## src/rtl/cur_addr_gen.sv

```systemverilog
`default_nettype none
// ============================================================================
//  Module      : cur_addr_gen
//  Description : Sweeps one CU of a 128x128 CTU in 4x4 sub-blocks (raster
//                order). For each sub-block it issues four row word-addresses
//                and the en / export_data_cur strobes for the current-block
//                RAM. It also flags when the 4x4 data is valid downstream.
//  Revision    : 1.0 - initial release
// ============================================================================
module cur_addr_gen #(
    parameter int CTU_SIZE      = 128,
    parameter int PIX_PER_WORD  = 4,
    parameter int WORDS_PER_ROW = 32,
    parameter int ADDR_W        = 13
) (
    input  logic              clk,
    input  logic              rst_n,
    input  logic              start,
    input  logic              ram_busy,
    input  logic [6:0]        cu_x,
    input  logic [6:0]        cu_y,
    input  logic [7:0]        cu_w,
    input  logic [7:0]        cu_h,
    input  logic              ready,
    output logic              en,
    output logic              export_data_cur,
    output logic [ADDR_W-1:0] cur_addr0,
    output logic [ADDR_W-1:0] cur_addr1,
    output logic [ADDR_W-1:0] cur_addr2,
    output logic [ADDR_W-1:0] cur_addr3,
    output logic              blk_valid,
    output logic [4:0]        blk_bx,
    output logic [4:0]        blk_by,
    output logic              last_blk,
    output logic              busy,
    output logic              done,
    output logic              cfg_err
);

    localparam logic [1:0] S_IDLE  = 2'd0;
    localparam logic [1:0] S_RUN   = 2'd1;
    localparam logic [1:0] S_DRAIN = 2'd2;
    localparam logic [1:0] S_DONE  = 2'd3;

    localparam logic [8:0]        c_ctu    = 9'(CTU_SIZE);
    localparam logic [ADDR_W-1:0] c_stride = ADDR_W'(WORDS_PER_ROW);
    localparam int                c_al     = $clog2(PIX_PER_WORD);

    logic [1:0]        r_state;
    logic [1:0]        r_cnt;
    logic [4:0]        r_col0;
    logic [6:0]        r_cu_y;
    logic [4:0]        r_bx_last;
    logic [4:0]        r_by_last;
    logic [4:0]        r_bx;
    logic [4:0]        r_by;
    logic              r_en;
    logic              r_exp;
    logic [ADDR_W-1:0] r_addr [4];
    logic [4:0]        r_iss_bx;
    logic [4:0]        r_iss_by;
    logic              r_iss_last;
    logic [4:0]        r_p1_bx;
    logic [4:0]        r_p1_by;
    logic              r_p1_last;
    logic              r_blk_valid;
    logic [4:0]        r_blk_bx;
    logic [4:0]        r_blk_by;
    logic              r_blk_last;
    logic              r_busy;
    logic              r_done;
    logic              r_cfg_err;

    logic [8:0]        w_x_end;
    logic [8:0]        w_y_end;
    logic              w_cfg_ok;
    logic              w_last;
    logic [4:0]        w_col;
    logic [7:0]        w_row  [4];
    logic [ADDR_W-1:0] w_addr [4];

    // Configuration check and next sub-block address computation
    always_comb begin
        w_x_end  = {2'b00, cu_x} + {1'b0, cu_w};
        w_y_end  = {2'b00, cu_y} + {1'b0, cu_h};
        w_cfg_ok = (cu_w != 8'd0) && (cu_h != 8'd0) &&
                   (cu_w[c_al-1:0] == '0) && (cu_h[c_al-1:0] == '0) &&
                   ({1'b0, cu_w} <= c_ctu) && ({1'b0, cu_h} <= c_ctu) &&
                   (w_x_end <= c_ctu) && (w_y_end <= c_ctu);
        w_last   = (r_bx == r_bx_last) && (r_by == r_by_last);
        // Sub-block column in RAM words: one word holds exactly one 4-pixel row
        w_col    = r_col0 + r_bx;
        for (int r = 0; r < 4; r++) begin
            w_row[r]  = {1'b0, r_cu_y} + {1'b0, r_by, 2'b00} + 8'(r);
            w_addr[r] = {{(ADDR_W-8){1'b0}}, w_row[r]} * c_stride +
                        {{(ADDR_W-5){1'b0}}, w_col};
        end
    end

    // Sweep FSM, issue strobes and the two-stage valid/index pipeline
    always_ff @(posedge clk or negedge rst_n) begin
        if (!rst_n) begin
            r_state     <= S_IDLE;
            r_cnt       <= 2'd0;
            r_col0      <= 5'd0;
            r_cu_y      <= 7'd0;
            r_bx_last   <= 5'd0;
            r_by_last   <= 5'd0;
            r_bx        <= 5'd0;
            r_by        <= 5'd0;
            r_en        <= 1'b0;
            r_exp       <= 1'b0;
            for (int r = 0; r < 4; r++) r_addr[r] <= '0;
            r_iss_bx    <= 5'd0;
            r_iss_by    <= 5'd0;
            r_iss_last  <= 1'b0;
            r_p1_bx     <= 5'd0;
            r_p1_by     <= 5'd0;
            r_p1_last   <= 1'b0;
            r_blk_valid <= 1'b0;
            r_blk_bx    <= 5'd0;
            r_blk_by    <= 5'd0;
            r_blk_last  <= 1'b0;
            r_busy      <= 1'b0;
            r_done      <= 1'b0;
            r_cfg_err   <= 1'b0;
        end else begin
            r_en        <= 1'b0;
            r_iss_last  <= 1'b0;
            r_done      <= 1'b0;
            r_cfg_err   <= 1'b0;

            // RAM output register loads one cycle after the read, data is
            // usable one cycle after that
            r_exp       <= r_en;
            r_p1_bx     <= r_iss_bx;
            r_p1_by     <= r_iss_by;
            r_p1_last   <= r_iss_last;
            r_blk_valid <= r_exp;
            r_blk_bx    <= r_p1_bx;
            r_blk_by    <= r_p1_by;
            r_blk_last  <= r_p1_last;

            case (r_state)
                S_IDLE: begin
                    if (start && !ram_busy) begin
                        if (w_cfg_ok) begin
                            r_col0    <= cu_x[6:2];
                            r_cu_y    <= cu_y;
                            r_bx_last <= 5'(cu_w[7:2] - 6'd1);
                            r_by_last <= 5'(cu_h[7:2] - 6'd1);
                            r_bx      <= 5'd0;
                            r_by      <= 5'd0;
                            r_busy    <= 1'b1;
                            r_state   <= S_RUN;
                        end else begin
                            r_cfg_err <= 1'b1;
                        end
                    end
                end
                S_RUN: begin
                    if (ready && !ram_busy) begin
                        r_en       <= 1'b1;
                        for (int r = 0; r < 4; r++) r_addr[r] <= w_addr[r];
                        r_iss_bx   <= r_bx;
                        r_iss_by   <= r_by;
                        r_iss_last <= w_last;
                        if (r_bx == r_bx_last) begin
                            r_bx <= 5'd0;
                            if (r_by == r_by_last) begin
                                r_cnt   <= 2'd0;
                                r_state <= S_DRAIN;
                            end else begin
                                r_by <= r_by + 5'd1;
                            end
                        end else begin
                            r_bx <= r_bx + 5'd1;
                        end
                    end
                end
                S_DRAIN: begin
                    // Holds until the final block has left the pipeline
                    if (r_cnt == 2'd2) begin
                        r_done  <= 1'b1;
                        r_state <= S_DONE;
                    end else begin
                        r_cnt <= r_cnt + 2'd1;
                    end
                end
                S_DONE: begin
                    r_busy  <= 1'b0;
                    r_state <= S_IDLE;
                end
                default: begin
                    r_busy  <= 1'b0;
                    r_state <= S_IDLE;
                end
            endcase
        end
    end

    assign en              = r_en;
    assign export_data_cur = r_exp;
    assign cur_addr0       = r_addr[0];
    assign cur_addr1       = r_addr[1];
    assign cur_addr2       = r_addr[2];
    assign cur_addr3       = r_addr[3];
    assign blk_valid       = r_blk_valid;
    assign blk_bx          = r_blk_bx;
    assign blk_by          = r_blk_by;
    assign last_blk        = r_blk_last;
    assign busy            = r_busy;
    assign done            = r_done;
    assign cfg_err         = r_cfg_err;

endmodule
`default_nettype wire

```

## config.mk

```make
export PLATFORM = sky130hd
export DESIGN_NAME = cur_addr_gen
export DESIGN_NICKNAME = d
export VERILOG_FILES = /design/src/rtl/cur_addr_gen.sv
export SDC_FILE = /design/constraint.sdc
export NUM_CORES = 1
export LEC_CHECK = 0
export BUFFER_PORTS_ARGS = -buffer_cell sky130_fd_sc_hd__buf_2
export CAP_MARGIN = 20
export CORE_AREA = 2 2 101 103
export DETAILED_ROUTE_END_ITERATION = 12
export DIE_AREA = 0 0 103 105
export PLACE_DENSITY = 0.83
export SLEW_MARGIN = 0
export SYNTH_ARGS = -nofsm -noshare
export SYNTH_HDL_FRONTEND = slang
export SYNTH_SLANG_ARGS = --single-unit
```

## constraint.sdc

```tcl
create_clock -name clk -period 3.6 [get_ports clk]
set_clock_uncertainty 0.15 [all_clocks]
set_input_delay 0.54 -clock clk [delete_from_list [all_inputs] [get_ports clk]]
set_output_delay 0.54 -clock clk [all_outputs]
set_load 0.005 [all_outputs]
```

**Word level (Yosys, flattened, before mapping)**

Cells that the tools add are included.
Widths: inputs -> output; s select.

- Multiplexer cells: 33
- Add/sub/neg operators: 16
- Order comparisons: 4
- Equality and inequality tests: 14
- Reduce and logical (&&, ||, !) cells: 26

Operators by type and width:

| cell | number |
|---|---|
| $add 13x5->13 | 4 |
| $mux 5 | 7 |
| $mux 2 | 10 |
| $pmux 5 s2 | 2 |
| $add 7x8->9 | 2 |
| $le 9x8->1 const B | 2 |
| $add 8x2->8 const B | 2 |
| $le 8x8->1 const B | 2 |
| $ne 2x2->1 const B | 8 |
| $reduce_bool 8->1 | 2 |
| $reduce_and 6->1 | 2 |
| $mux 1 | 11 |
| $add 5x1->5 const B | 2 |
| $eq 5x5->1 | 2 |
| $logic_and 1x1->1 | 10 |
| $sub 5x1->5 const B | 2 |
| $add 7x7->8 | 1 |
| $add 8x1->8 const B | 1 |
| $pmux 2 s4 | 1 |
| $eq 2x2->1 const B | 3 |
| $logic_not 2->1 | 3 |
| $reduce_and 3->1 | 2 |
| $reduce_bool 2->1 | 3 |
| $add 5x5->5 | 1 |
| 8 further kinds | 8 |

- Word-level logic and storage cells: 120
- Output and inout bits: 69
- Register bits: 127
- Input bits: 35

**Logic depth before layout (Yosys ltp)**

- Depth after elaboration: 11
- Gate-level depth with buffers: 12
- Gate-level depth less buffers: 10

**Worst setup path after synthesis**

OpenSTA, ideal clock, no wires.

- Path type: input-to-reg
- Start point: input cu_y[0]
- End point: register r_cu_y[0]
- Data arrival time: 3.231 ns
- Library setup time: 0.125 ns
- Setup slack: 0.094 ns
- Stages: 12
- Required time: 3.325 ns
- Path buffers: 2
- Cell sequence: ha_1 > fa_1 > a211o_1 > nand3_1 > o221a_2 > o211ai_1 > a31oi_1 > or3b_1 > buf_2 > nor3_4 > buf_6 > mux2_2

- Word-level cells in the longest chain between the ends: 4

Ends and longest elaborated chain:

| what | line | source |
|---|---|---|
| start, declared | 21 | `input logic [6:0] cu_y,` |
| $add 7x8->9 | 85 | `w_y_end = {2'b00, cu_y} + {1'b0, cu_h};` |
| $le 9x8->1 | 89 | `(w_x_end <= c_ctu) && (w_y_end <= c_ctu);` |
| $logic_and 1x1->1 | 89 |  |
| $reduce_and 3->1 (no source line) | - |  |
| end signal, assigned | 149 | `r_cu_y <= cu_y;` |
| end, declared | 52 | `logic [6:0] r_cu_y;` |

Several ways; a longest one is shown, not always the timed one.
A chain may end at the register's enable or synchronous reset.

**Worst setup path in the final report**

- Start point: input cu_y[0]
- End point: register r_by[2]

- Word-level cells in the longest chain between the ends: 5

Ends and longest elaborated chain:

| what | line | source |
|---|---|---|
| $add 7x8->9 | 85 |  |
| $le 9x8->1 | 89 |  |
| $logic_and 1x1->1 | 89 |  |
| $ne 2x2->1 (no source line) | - |  |
| $reduce_and 6->1 (no source line) | - |  |
| end signal, assigned | 174 | `r_by <= r_by + 5'd1;` |
| end, declared | 56 | `logic [4:0] r_by;` |

No other way between the ends.

==> flow_metrics.env <==
export IMPL_postPlaceCellArea_um2=6270
export IMPL_max_stage_delay_ps=580
export IMPL_cp_top_family="compound AO/OA/AOI/OAI gates"
export IMPL_clock_path_buffers=2
export IMPL_vias_per_cell=5.45
export IMPL_start_util_pct=59.1
export IMPL_htree_num_levels=3
export IMPL_synth_area_um2=5700
export IMPL_total_power_mw=3.60
export IMPL_die_w_um=103
export IMPL_drt_first_pass_iters=4
export IMPL_path_max_fanout=8
export IMPL_area_growth_pct=13.7
export IMPL_syn_num_nets=622
export IMPL_worst_path_buf_inv=2
export IMPL_cts_buffers_inserted=9
export IMPL_use_met3_pct=3.81
export IMPL_cap_violations=0
export IMPL_grtUsageMet2_pct=36.7
export IMPL_boundaryPins=104
export IMPL_worstSetupEndpointType="flop"
export IMPL_die_height_um=105
export IMPL_drv_slew=0
export IMPL_clock_root_buffer="clkbuf_8"
export IMPL_synth_area_leaders="dfrtp_1 (48%), ha_1 (7.9%), nand2_1 (5.9%)"
export IMPL_syn_avg_cell_area_um2=10.4
export IMPL_ant_nets=0
export IMPL_drive_gt1_share_pct=24.7
export IMPL_dp_hpwl_um=8850
export IMPL_grt_overflow_total=0
export IMPL_die_area_um2=10800
export IMPL_setup_viol=0
export IMPL_power_density_nw_per_um2=556
export IMPL_async_flop_share_pct=100
export IMPL_routed_wl_um=11600
export IMPL_yosys_area_top_type="dfrtp_1"
export IMPL_status="complete, no violations"
export IMPL_path_cells="buf_2 -> ha_1 -> fa_1 -> a211o_1 -> a21oi_1 -> o221a_1 -> o211ai_1 -> a31oi_1 -> or3b_1 -> buf_4 -> a2111oi_0 -> a211o_1"
export IMPL_yosys_most_used_dff="dfrtp_1"
export IMPL_num_vias=4233
export IMPL_ys_ff_latch=110
export IMPL_post_route_period_util_pct=94.4
export IMPL_use_met1_pct=29.8
export IMPL_critical_path_class="in2reg"
export IMPL_ys_top_cells_by_count="dfrtp_1 (110), nand2_1 (90), o21ai_0 (40)"
export IMPL_fin_crit_ps=3400
export IMPL_worstPathArrival_ps=3560
export IMPL_ys_warn_count=0
export IMPL_fmax_ghz=0.294
export IMPL_critPathSlowestCell="a2111oi_0"
export IMPL_setup_tns_ps=0
export IMPL_antenna_found_initial=0
export IMPL_clk_pin_slew_ps=120
export IMPL_nets=714
export IMPL_cts_hold_buf=0
export IMPL_first_iter_violations=296
export IMPL_worstMarginPinSlew_ps=915
export IMPL_critPathLaunchType="primary input"
export IMPL_worstPathRequired_ps=3760
export IMPL_worstHoldPathType="in2async"
export IMPL_ys_seq_area_share_pct=48.3
export IMPL_synth_cell_types=58
export IMPL_grt_pass1_wl_um=19100
export IMPL_place_port_buffers=103
export IMPL_rsz0062_at_grt="no"
export IMPL_rows=36
export IMPL_place_congestion=0.872
export IMPL_grt_pass1_vias=4050
export IMPL_fin_area_um2=6470
export IMPL_cts_tree="built"
export IMPL_core_area_um2=9640
export IMPL_clock_sink_count=110
export IMPL_routedWlPerCell_um=14.9
export IMPL_finalNonFillerCells=777
export IMPL_grt_max_degree=79
export IMPL_clk_latency_ps=370
export IMPL_hold_ws_ps=144
export IMPL_vdd_drop_max_mv=0.299
export IMPL_netlist_instances=547
export IMPL_dp_cells=761
export IMPL_critPathMostFrequentCell="a211o_1"
export IMPL_grt_usage_pct=22.3
export IMPL_synth_edf_count=0
export IMPL_drc=0
export IMPL_n_antenna_cell=0
export IMPL_yosysMostFrequentCell="dfrtp_1"
export IMPL_postCtsSetupBuffers=0
export IMPL_finalHoldViolations=0
export IMPL_slew_headroom_pct=39.0
export IMPL_top_usage_layer="met2"
export IMPL_synth_top_area_share_pct=48.3
export IMPL_p_leak_nw=3.41
per-layer routing:
layer | up-vias | part of all wire [%]
met5 | - | 0
met4 | 0 | 1.0
met3 | 12 | 4.6
met2 | 118 | 51
met1 | 2052 | 44
li1 | 2051 | -
placed cells by master, fill, tap and decap left out, types with 13 or more instances in the layout:
cell | synthesis | layout
mux2_2 | 22 | 22
ha_1 | 36 | 36
buf_2 | 1 | 102
xnor2_1 | 15 | 15
inv_1 | 26 | 26
nand3_1 | 18 | 18
nand2_1 | 90 | 90
nor2_1 | 13 | 13
a21oi_1 | 18 | 18
dfrtp_1 | 110 | 110
xor2_1 | 28 | 28
o21ai_0 | 40 | 40
where the power goes:
| group | total, mW | leakage, nW | internal [mW] | switching (mW) |
|---|---|---|---|---|
| Sequential | 1.72 | 1.47 | 1.52 | 0.206 |
| Combinational | 1.15 | 1.84 | 0.517 | 0.638 |
| Clock | 0.723 | 0.0982 | 0.288 | 0.435 |
sequential cells by signal, indices dropped and copies added (netlist names), 2 cells and up:
name	count
r_p1_by	5
r_col0	5
r_p1_bx	5
r_by	5
cur_addr2	7
r_cnt	2
r_bx	5
cur_addr0	13
r_iss_by	5
r_state	2
cur_addr3	7
r_cu_y	7
blk_bx	5
r_by_last	5
r_bx_last	5
r_iss_bx	5
blk_by	5
cur_addr1	8
kinds of logic after synthesis:
kind of cell	synth area share (%)
DFF	48.3
muxes	5.27
xor gates and xnor gates	6.61
and+or+nand+nor	13.8
AOI/OAI and AO/OA	11.3
adders and majority gates	9.31
buffers and inverters	5.36
worst paths after layout:
| check | startpoint | end | slack [ps] | depth (start not counted) |
|---|---|---|---|---|
| worst min register to register | r_p1_bx[2]$_DFF_PN0_ | blk_bx[2]$_DFF_PN0_ | 210 | 0 |
| max in group asynchronous | rst_n | r_bx[0]$_DFFE_PN0P_ | 2290 | 2 |
| worst max-delay path | cu_y[0] | r_by[2]$_DFFE_PN0P_ | 200 | 12 |
| worst max register to register | r_state[0]$_DFFE_PN0P_ | r_bx[3]$_DFFE_PN0P_ | 810 | 7 |
| worst min-delay path | rst_n | blk_bx[1]$_DFF_PN0_ | 140 | 1 |
| min in group clk | r_p1_bx[2]$_DFF_PN0_ | blk_bx[2]$_DFF_PN0_ | 210 | 0 |
worst register-to-register path, delay by kind of cell, from the launching register on:
family	cells	cell delay (ps)
simple gates	3	1000
compound gates	2	690
flops	1	410
fa+ha+maj	1	340
buf+inv	1	80
layout make-up:
type | count | area, um^2
Inverter | 26 | 97.6
Sequential cell | 110 | 2750
Clock buffer | 10 | 138
Clock inverter | 6 | 61.3
Multi-Input combinational cell | 377 | 2640
Timing Repair Buffer | 115 | 621
Fill cell | 764 | 3160
Tap cell | 133 | 166
what timing repair did:
| action | in CTS | in global routing |
|---|---|---|
| gates resized for setup | 0 | 1 |
| setup endpoints to repair | 0 | 1 |
| endpoints found under the hold margin | 0 | 0 |
stage by stage:
stage	setup slack, ps	util, %
floorplan	94.3	-
global placement	9.50	65.1
detailed placement	-171	65.1
CTS	220	67.2
finish	203	67.2
global route	77.5	67.2
Power figures use the tool's default switching activity.
